[src/rtl/red_pitaya_adc_decimator.sv]
// Two-channel decimator / boxcar averager for the ADC user interface.
// Emits one sample pair per 2^K input cycles, either the frame average
// (floor rounding) or the last sample of the frame.
module red_pitaya_adc_decimator #(
    parameter int unsigned DW       = 14,
    parameter int unsigned MAX_LOG2 = 16
) (
    input  logic          adc_clk_i,
    input  logic          adc_rst_i,
    input  logic [DW-1:0] adc_a_i,
    input  logic [DW-1:0] adc_b_i,
    input  logic [4:0]    dec_log2_i,
    input  logic          avg_en_i,
    output logic [DW-1:0] dec_a_o,
    output logic [DW-1:0] dec_b_o,
    output logic          dec_vld_o,
    output logic [4:0]    dec_k_o
);

    localparam int unsigned AW  = DW + MAX_LOG2;
    localparam int unsigned CW  = MAX_LOG2;
    localparam int unsigned CW1 = CW + 1;
    localparam int unsigned KW  = 5;

    logic [CW-1:0]        cnt;
    logic                 avg_reg;
    logic signed [AW-1:0] acc_a;
    logic signed [AW-1:0] acc_b;

    logic                 frame_start_c;
    logic [KW-1:0]        k_in_c;
    logic [KW-1:0]        k_frm_c;
    logic                 avg_frm_c;
    logic [CW1-1:0]       last_cnt_c;
    logic                 last_c;
    logic signed [AW-1:0] samp_a_c;
    logic signed [AW-1:0] samp_b_c;
    logic signed [AW-1:0] sum_a_c;
    logic signed [AW-1:0] sum_b_c;

    // Frame configuration (fresh at frame start, held otherwise) and running sums
    always_comb begin
        frame_start_c = (cnt == '0);
        k_in_c        = (dec_log2_i > KW'(MAX_LOG2)) ? KW'(MAX_LOG2) : dec_log2_i;
        k_frm_c       = frame_start_c ? k_in_c : dec_k_o;
        avg_frm_c     = frame_start_c ? avg_en_i : avg_reg;
        last_cnt_c    = (CW1'(1) << k_frm_c) - CW1'(1);
        last_c        = ({1'b0, cnt} == last_cnt_c);
        samp_a_c      = {{MAX_LOG2{adc_a_i[DW-1]}}, adc_a_i};
        samp_b_c      = {{MAX_LOG2{adc_b_i[DW-1]}}, adc_b_i};
        sum_a_c       = frame_start_c ? samp_a_c : acc_a + samp_a_c;
        sum_b_c       = frame_start_c ? samp_b_c : acc_b + samp_b_c;
    end

    // Frame counter, accumulators and registered decimated outputs
    always_ff @(posedge adc_clk_i) begin
        if (adc_rst_i) begin
            cnt       <= '0;
            avg_reg   <= 1'b0;
            acc_a     <= '0;
            acc_b     <= '0;
            dec_a_o   <= '0;
            dec_b_o   <= '0;
            dec_vld_o <= 1'b0;
            dec_k_o   <= '0;
        end else begin
            dec_k_o   <= k_frm_c;
            avg_reg   <= avg_frm_c;
            acc_a     <= sum_a_c;
            acc_b     <= sum_b_c;
            dec_vld_o <= last_c;
            if (last_c) begin
                cnt     <= '0;
                dec_a_o <= avg_frm_c ? DW'(sum_a_c >>> k_frm_c) : adc_a_i;
                dec_b_o <= avg_frm_c ? DW'(sum_b_c >>> k_frm_c) : adc_b_i;
            end else begin
                cnt <= cnt + CW'(1);
            end
        end
    end

endmodule

[config.mk]
export PLATFORM = sky130hd
export DESIGN_NAME = red_pitaya_adc_decimator
export DESIGN_NICKNAME = d
export VERILOG_FILES = /design/src/rtl/red_pitaya_adc_decimator.sv
export SDC_FILE = /design/constraint.sdc
export NUM_CORES = 1
export LEC_CHECK = 0
export ABC_CLOCK_PERIOD_IN_PS = 5800
export BUFFER_PORTS_ARGS = -buffer_cell sky130_fd_sc_hd__buf_2
export CAP_MARGIN = 20
export CORE_MARGIN = 2
export CORE_UTILIZATION = 45
export DETAILED_ROUTE_END_ITERATION = 8
export SLEW_MARGIN = 0
export SYNTH_ARGS = -nofsm -noshare
export SYNTH_HDL_FRONTEND = slang
export SYNTH_SLANG_ARGS = --single-unit
[constraint.sdc]
create_clock -name adc_clk_i -period 5.8 [get_ports adc_clk_i]
set_input_delay 0 -clock adc_clk_i [delete_from_list [all_inputs] [get_ports adc_clk_i]]
set_output_delay 0 -clock adc_clk_i [all_outputs]
set_load 0.01 [all_outputs]
==> results of run 1 <==
[kinds of logic (layout without fill, tap and decap cells)]
logic type | Yosys count | after routing | synth area share, %
flops | 111 | 111 | 17.5
compound gates | 658 | 658 | 34.9
fa+ha+maj | 63 | 63 | 6.33
simple gates | 687 | 687 | 25.8
buf+inv | 164 | 171 | 5.44
xor+xnor | 64 | 64 | 4.63
mux | 63 | 63 | 5.38
other cells | 0 | 1 | 0
[routing by layer]
layer / routed length, µm / GRT usage, %
met1: 23200 / 49.3
met2: 22600 / 53.0
met3: 5370 / 8.10
met4: 1910 / 14.0
met5: 13 / 0
[power breakdown]
part	switching, W	total, W	leakage (nW)	internal, W
combinational	0.00179	0.00269	4.37	0.000905
sequential	0.0000356	0.000880	0.911	0.000845
clock	0.000353	0.000695	0.144	0.000342
total	0.00218	0.00427	5.42	0.00209
[cell type report]
cell class,instances,share of cell area [%]
Timing Repair Buffer,123,5.85
Inverter,32,0.875
Multi-Input combinational cell,1535,71.4
Sequential cell,111,16.2
Clock buffer,9,1.64
Antenna cell,1,0.0182
Tap cell,378,3.44
Clock inverter,7,0.574
[cells in the final DEF, fill, tap and decap left out, drive strengths merged, types with 17 or more instances in the layout]
master	Yosys	final
a21o	24	24
ha	61	61
o21ai	127	127
and3	20	20
nor2	188	188
xnor2	38	38
buf	44	107
o211ai	39	39
mux2i	46	46
nand3	55	55
nand4	32	32
dfxtp	111	111
a211oi	63	63
inv	29	32
nand2	217	217
a221oi	17	17
nor3	54	54
a31oi	20	20
nor4	19	19
a21oi	163	163
and2	18	18
or3	24	24
xor2	24	24
[worst max-delay path, delay by kind of cell (launching register included)]
kind	cells	cell delay [ps]
compound gates	4	370
xor+xnor	1	140
mux	2	520
fa+ha+maj	2	420
buf+inv	3	660
flops	1	370
simple gates	9	2700
[repair_timing]
item | 4_1_cts | 5_1_grt
endpoints found under the setup margin | 0 | 27
hold buffers | 16 | 0
resized for setup | 0 | 1
endpoints found under the hold margin | 16 | 0
[path summary, 6_finish.rpt]
path,depth (start not counted),end,from
max,21,dec_b_o[6]$_SDFFE_PP0N_,cnt[0]$_SDFF_PP0_
min,3,dec_a_o[12]$_SDFFE_PP0N_,adc_a_i[12]
max reg2reg,21,dec_b_o[6]$_SDFFE_PP0N_,cnt[0]$_SDFF_PP0_
min reg2reg,1,dec_a_o[8]$_SDFFE_PP0N_,dec_a_o[8]$_SDFFE_PP0N_
[stage by stage]
| step | hold slack (ps) | instance area, µm² | instances | util [%] |
|---|---|---|---|---|
| CTS | 9.98 | 13700 | 2195 | 49.4 |
| detailed placement | 294 | 13300 | 2163 | 47.7 |
| floorplan | 140 | 12700 | 1810 | - |
| finish | 17.4 | 13700 | 2196 | 49.4 |
| global placement | 292 | 13300 | 2163 | 47.7 |
| global route | 41.7 | 13700 | 2195 | 49.4 |
==> results.txt, run 1 <==
- Status: finished clean
- Number of distinct library cell variants in the gate-level netlist after synthesis: 96
- Unrepaired setup endpoints after global routing: no
- Netlist area before placement: 12,700 µm²
* Total negative setup slack: 0 ps
* Cell at the root of the clock tree: sky130_fd_sc_hd__clkbuf_16
* Initial Util: a little under half
* Die height: 172 µm
* Share of the cycle needed by the critical path after routing: between 90% and 100%
* Fill count: 2,932
* Area inside the core boundary: 27,800 µm²
* Area taken by multi-input logic gates: 9810 µm²
* Drt wl/cell: 24.2 µm
* Fraction of registers with async set/reset: 0%
- The slowest stage of the critical path is the sky130_fd_sc_hd__and4_2 cell.
- Largest voltage drop on the vdd net: 0.000137 V
- The path class of the tightest hold or removal check is input port to flip-flop.
- Power comes to 0.00427 W.
- Synthesis-stage register bit count: 111
- Actual slew at the worst max-slew pin: 1010 ps
* Die span in x: between 150 and 200 µm
- Of all nets on the critical path, the largest fanout is 22.
* Lkg Pwr: 5.42 nW
- Residual overflow from global routing: 0
* CTS Sinks: 111
- Overall routing resource usage: 35.5%
- After clock tree synthesis, the setup repair step added 0 buffers.
- Pin count of the biggest net entering global routing: 85
- Cells with a size suffix above 1 make up 9.96% of the layout.
- The die covers between 20,000 and 30,000 µm².
- In this run, CTS created clock tree buffers numbering 9.
- Worst Setup Slack, final: 446 ps
- The final-report max-slew violation count is 0.
- Core Rows: 61
* Clock tree from TritonCTS: built
* Fmax achieved: around 190 MHz
* Seq. cell area: between 2000 and 2500 µm²
- The via count of the first global-routing pass was between 10,000 and 15,000.
* R2R setup slack: 450 ps
- STA puts the critical path data arrival time at approximately 5600 ps.
- DRC marker count from the first detailed-route iteration: between 1,500 and 2,000
- Synth area leader: sky130_fd_sc_hd__dfxtp_1
* Post-synthesis average cell area: around 7.0 µm²
- Syn Inst Count: 1,810
- After synthesis, the cell types taking the most area are sky130_fd_sc_hd__dfxtp_1 (18%), sky130_fd_sc_hd__a21oi_1 (6.4%), sky130_fd_sc_hd__nand2_1 (6.4%).
- At the placement stage, the worst setup path has a slack of between 300 and 400 ps.
* Remaining antenna violation count: 0
* Power per cell area: around 310 nW/µm²
* Layout Skew: 10.3 ps
- The wire-length estimate of the detail-placed layout is around 39,000 µm.
* First-pass GRT wire length: 80,400 µm
* List of cells traversed by the critical path: inv_1, ha_1, nor3b_1, and4_2, mux2_4, nor2_4, nand3_1, ha_1, buf_4, or4_1, a21oi_1, mux2_2, a32oi_1, xnor2_1, nand2b_1, nor4b_2, nand4_2, buf_4, or3_1, o21ai_0, a211oi_1
* Boundary Pins: 70
* Clock Pin Slew Worst Setup and Hold Paths: approximately 90 ps
- The initial antenna violation count came to 3.
- Detail-routed via count per cell: 6.74
- Buffers added on ports: 69
* Worst max-slew margin expressed relative to the limit: 32.6%
* Critical Path Source Type: flip-flop
- The final layout contains between 1,500 and 2,000 nets.
- Cell types with the highest counts after synthesis: sky130_fd_sc_hd__nand2_1 (215), sky130_fd_sc_hd__nor2_1 (185), sky130_fd_sc_hd__a21oi_1 (163), sky130_fd_sc_hd__o21ai_0 (120), sky130_fd_sc_hd__dfxtp_1 (111)
* Most instantiated library cell after synthesis: sky130_fd_sc_hd__nand2_1
- Critical path data required time: roughly 6000 ps
- The longest clock path from root to sink contains 2 buffers.
* Syn nets: 1,909
- The worst path needs 5350 ps of the cycle, external delays included.
- Area share of the leading cell type in the synthesized netlist: 17.5%
* Number of vias after detailed routing: 14,800
* Count of flip-flops with a built-in enable after synthesis: 0
- The H-tree generated during clock tree synthesis spans 3 levels.
* Number of hold violations in the final report: 0
* Fraction of the yosys area taken by sequential cells: between 15 and 20%
- Wire length reported by the detailed router: between 50,000 and 60,000 µm
* Delay of the slowest critical-path stage: 560 ps
- Setup violations remaining at the end of the flow were counted as 0.
* Number of warnings issued by yosys: 0
* Worst setup path class: flip-flop to flip-flop
* # DRC: 0
- The first TritonRoute pass finished after 7 iterations.
- The congestion estimate from routability-driven global placement came to 1.01.
- Across the run, the number of max-cap violations was 0.
- The most used flip-flop cell after synthesis is sky130_fd_sc_hd__dfxtp_1.
- Later-pin clock latency in the skew report: 380 ps
- Compared with the post-synthesis result, the final layout area differs by 8.22%.
- The worst setup path is captured at a flip-flop.
* Largest registers in the final layout: acc_a x30, acc_b x30, cnt x16
(Power assumes the default switching activity.)
==> run 2, diff against run 1 <==
--- a/config.mk
+++ b/config.mk
@@ -9,8 +9,9 @@
 export BUFFER_PORTS_ARGS = -buffer_cell sky130_fd_sc_hd__buf_2
 export CAP_MARGIN = 20
 export CORE_MARGIN = 2
-export CORE_UTILIZATION = 45
+export CORE_UTILIZATION = 60
 export DETAILED_ROUTE_END_ITERATION = 8
+export PLACE_DENSITY = 0.79
 export SLEW_MARGIN = 0
 export SYNTH_ARGS = -nofsm -noshare
 export SYNTH_HDL_FRONTEND = slang
==> run 2 against run 1 <==
  * Sequential share of layout area increased by 0.12 points
  * Combinational power increased by 1%
  * Hold slack improved by 38 ps
  * Clock skew increased by 2.2 ps
  * Critical path depth decreased by 2
  * Wire length decreased by 0.57%
  * Clock-buffer cell count increased by 1
  * Sequential cell count unchanged
  * Via count increased by 4.1%
  * Register-to-register slack got worse by 90 ps
  * First-iteration DRC count increased by 22%
  * Power increased by 0.48%
  * Largest power group unchanged
==> results.txt, run 2 (synthesis gave the netlist of run 1 again) <==
- Power per cell area: 315 nW/µm² (+1.2%)
- Final setup viols: 0 (unchanged)
- The remaining design rule violation count came to 0 (unchanged).
- Residual overflow from global routing: 0 (unchanged)
- The highest clock rate was 184 MHz (-1.7%).
- Actual slew at the worst max-slew pin: 979 ps (-27.9 ps)
- Number of antenna violations at the first check in global routing: 0 (-3)
- The min-delay analysis places its worst path in the category input port to flip-flop.
* Boundary Pins: 70 (unchanged)
- Delay of the slowest critical-path stage: 690 ps (+130 ps)
- Placer Congestion: 1.05 (+3.6%)
- In this run the worst setup path begins at cnt[0]$_SDFF_PP0_.
- Worst slack after detailed placement: 365 ps (-27.1 ps)
* Detail-routed via count per cell: 7.36 (+9.1%)
- Most common library cell in the layout ignoring fill and taps: sky130_fd_sc_hd__nand2_1
- Number of instances in the placed design: 2,060 (-4.8%)
* Max-slew violation count: 0 (unchanged)
- STA classifies the critical path startpoint as a flip-flop.
* Remaining antenna violation count: 0 (unchanged)
- Pin count of the biggest net entering global routing: 70 (-18%)
- The root buffer cell chosen for the clock tree is sky130_fd_sc_hd__clkbuf_16.
- Worst max-slew margin expressed relative to the limit: 34.7% (+2.1 points)
- The path depth of the worst reg2reg path is 19 (-9.5%).
- The maximum clock skew at final layout was 12.5 ps (+2.20 ps).
* Vias in the first global route: 14,100 (+3.6%)
- CTS Sinks: 111 (unchanged)
- The overall fraction of global-route tracks in use was 46.1% (+11 points).
* DRC marker count from the first detailed-route iteration: 2,058 (+22%)
- The half-perimeter wire length after detailed placement was 38,000 µm (-1.5%).
- The wire length of the first global-routing pass came to 80,300 µm (-0.15%).
- Clock buffer count from CTS: 9 (unchanged)
- Share of the cycle needed by the critical path after routing: 93.9% (+1.6 points)
- The maximum clock insertion buffer count is 2 (unchanged).
- The flop-to-flop setup slack came to 350 ps (-90 ps).
* Number of levels in the clock H-tree: 3 (unchanged)
- Broken down by cell family, the worst path's largest delay share belongs to simple AND/OR/NAND/NOR gates.
- Worst hold slack: 55.2 ps (+37.9 ps)
* Reg2Reg Capture Point: dec_b_o[1]$_SDFFE_PP0N_
- Later-pin clock latency in the skew report: 380 ps (about the same)
* Worst Setup Slack, final: 354 ps (-91.7 ps)
- Largest voltage drop on the vdd net: 0.000158 V (+16%)
- Die span in x: 149 µm (-13%)
- Number of antenna cells inserted: 0 (-1)
* Post-Route Utilization: 65.3% (+16 points)
- The run finished with clean final reports.
* Wire length reported by the detailed router: 52,800 µm (-0.57%)
* Most used cells in the layout excluding fill and tap cells: sky130_fd_sc_hd__nand2_1 (215), sky130_fd_sc_hd__nor2_1 (184), sky130_fd_sc_hd__a21oi_1 (163), sky130_fd_sc_hd__o21ai_0 (120), sky130_fd_sc_hd__dfxtp_1 (111)
* Number of hold violations in the final report: 0 (unchanged)
- List of cells traversed by the critical path: inv_1, ha_1, nor3b_1, and4_1, mux2_4, nor2_4, nand3_1, ha_1, or4_1, a21oi_1, mux2_2, a32oi_1, xnor2_1, nor2b_1, o2111ai_1, and4bb_2, nor2_1, nand2_1, o21ai_0
- The largest individual stage delay along the critical path comes from the cell sky130_fd_sc_hd__nor2_1.
* Worst Setup EP: dec_b_o[1]$_SDFFE_PP0N_
- The number of logic stages on the critical path including buffering came to 19 (-9.5%).
* Minimum period implied by the final worst setup slack: 5450 ps (+91.7 ps)
- The leakage dissipation was 5.44 nW (+0.23%).
- The area growth from synthesis to layout is 7.43%.
* Final layout net count: 1,915 (+0.21%)
- Post-route insts no fill: 2,096 (-4.6%)
- Initial Util: 60.7% (+15 points)
- Critical path data required time: 6090 ps (+80 ps)
- Largest registers in the final layout: acc_a x30, acc_b x30, cnt x16
- The site row count was 53 (-13%).
* Layout cells sized above 1: 9.99% (+0.033 points)
* Worst setup path class: flip-flop to flip-flop
- Total negative setup slack: 0 ps (unchanged)
- The clock-pin slew of the registers on the worst-case setup and hold paths came to 80 ps (about the same).
- Unrepaired setup endpoints after global routing: no
- Number of buffers and inverters on the critical path: 1 (-2)
* Area inside the core boundary: 20,900 µm² (-25%)
* First-pass iteration count of the detailed router: 7 (unchanged)
* Die height: 149 µm (-13%)
- TritonCTS built the clock tree.
- The number of I/O port buffers was 69 (unchanged).
* Kind of end point of the critical path: flip-flop
* FF-to-FF Start: cnt[0]$_SDFF_PP0_
- The cell that appears most often on the critical path is sky130_fd_sc_hd__ha_1.
- Post-CTS setup buffer count: 0 (unchanged)
- Area of the die: 22,300 µm² (-24%)
- The routed wire length per instance came to 25.2 µm (+4.2%).
* Maximum Capacitance Violations: 0 (unchanged)
- The total vias in the final route was 15,400 (+4.1%).
- The endpoint arrival time on the critical path came to 5740 ps (+180 ps).
- Highest net fanout along the worst path: 13 (-41%)
## run 2: per-stage QoR
step,total power (W),instance area (µm²)
floorplan,0.00274,12700
global placement,0.00346,13100
detailed placement,0.00347,13100
CTS,0.00415,13600
global route,0.00448,13600
finish,0.00429,13600
## run 2: what timing repair did
| item | CTS | global route |
|---|---|---|
| gates resized for setup | 0 | 1 |
| hold buffers | 19 | 0 |
| endpoints found under the setup margin | 0 | 9 |
| hold endpoints to repair | 20 | 0 |
## run 2: worst min path at each step
stage,to,slack (ps),cells past startpoint,from
final,dec_b_o[8]$_SDFFE_PP0N_,60,3,adc_b_i[8]
after global routing,acc_a[5]$_SDFF_PP0_,110,4,adc_a_i[5]
after CTS,dec_b_o[8]$_SDFFE_PP0N_,40,3,adc_b_i[8]
after detailed placement,acc_b[0]$_SDFF_PP0_,300,3,adc_b_i[0]
after global placement,acc_a[0]$_SDFF_PP0_,280,3,adc_a_i[0]
after floorplan,acc_a[0]$_SDFF_PP0_,140,2,adc_a_i[0]
## run 2: where the power goes
group	total [W]	switching (W)	internal, W
registers	0.000883	0.0000385	0.000845
logic	0.00273	0.00182	0.000908
clock network	0.000674	0.000362	0.000312
## run 2: metal layers
layer	up-vias	routed length [µm]	GRT usage, %
met3	233	7550	12.0
li1	6871	-	-
met2	1260	21600	67.2
met1	7057	20900	62.8
met4	0	2720	22.7
met5	-	0	0
## run 2: cell type report
type                    instances  area, µm²
flip-flops and latches        111       2220
multi-input cells            1535       9810
well taps                     275        344
fillers                      1937       7260
clock buffers                  10        239
inverters                      32        120
repair buffers                127        845
clock inverters                 6       53.8
## run 2: tightest hold or removal path: stages
cell and delay (ps):
sky130_fd_sc_hd__buf_2 140, sky130_fd_sc_hd__o21ai_0 90, sky130_fd_sc_hd__o21ai_0 150
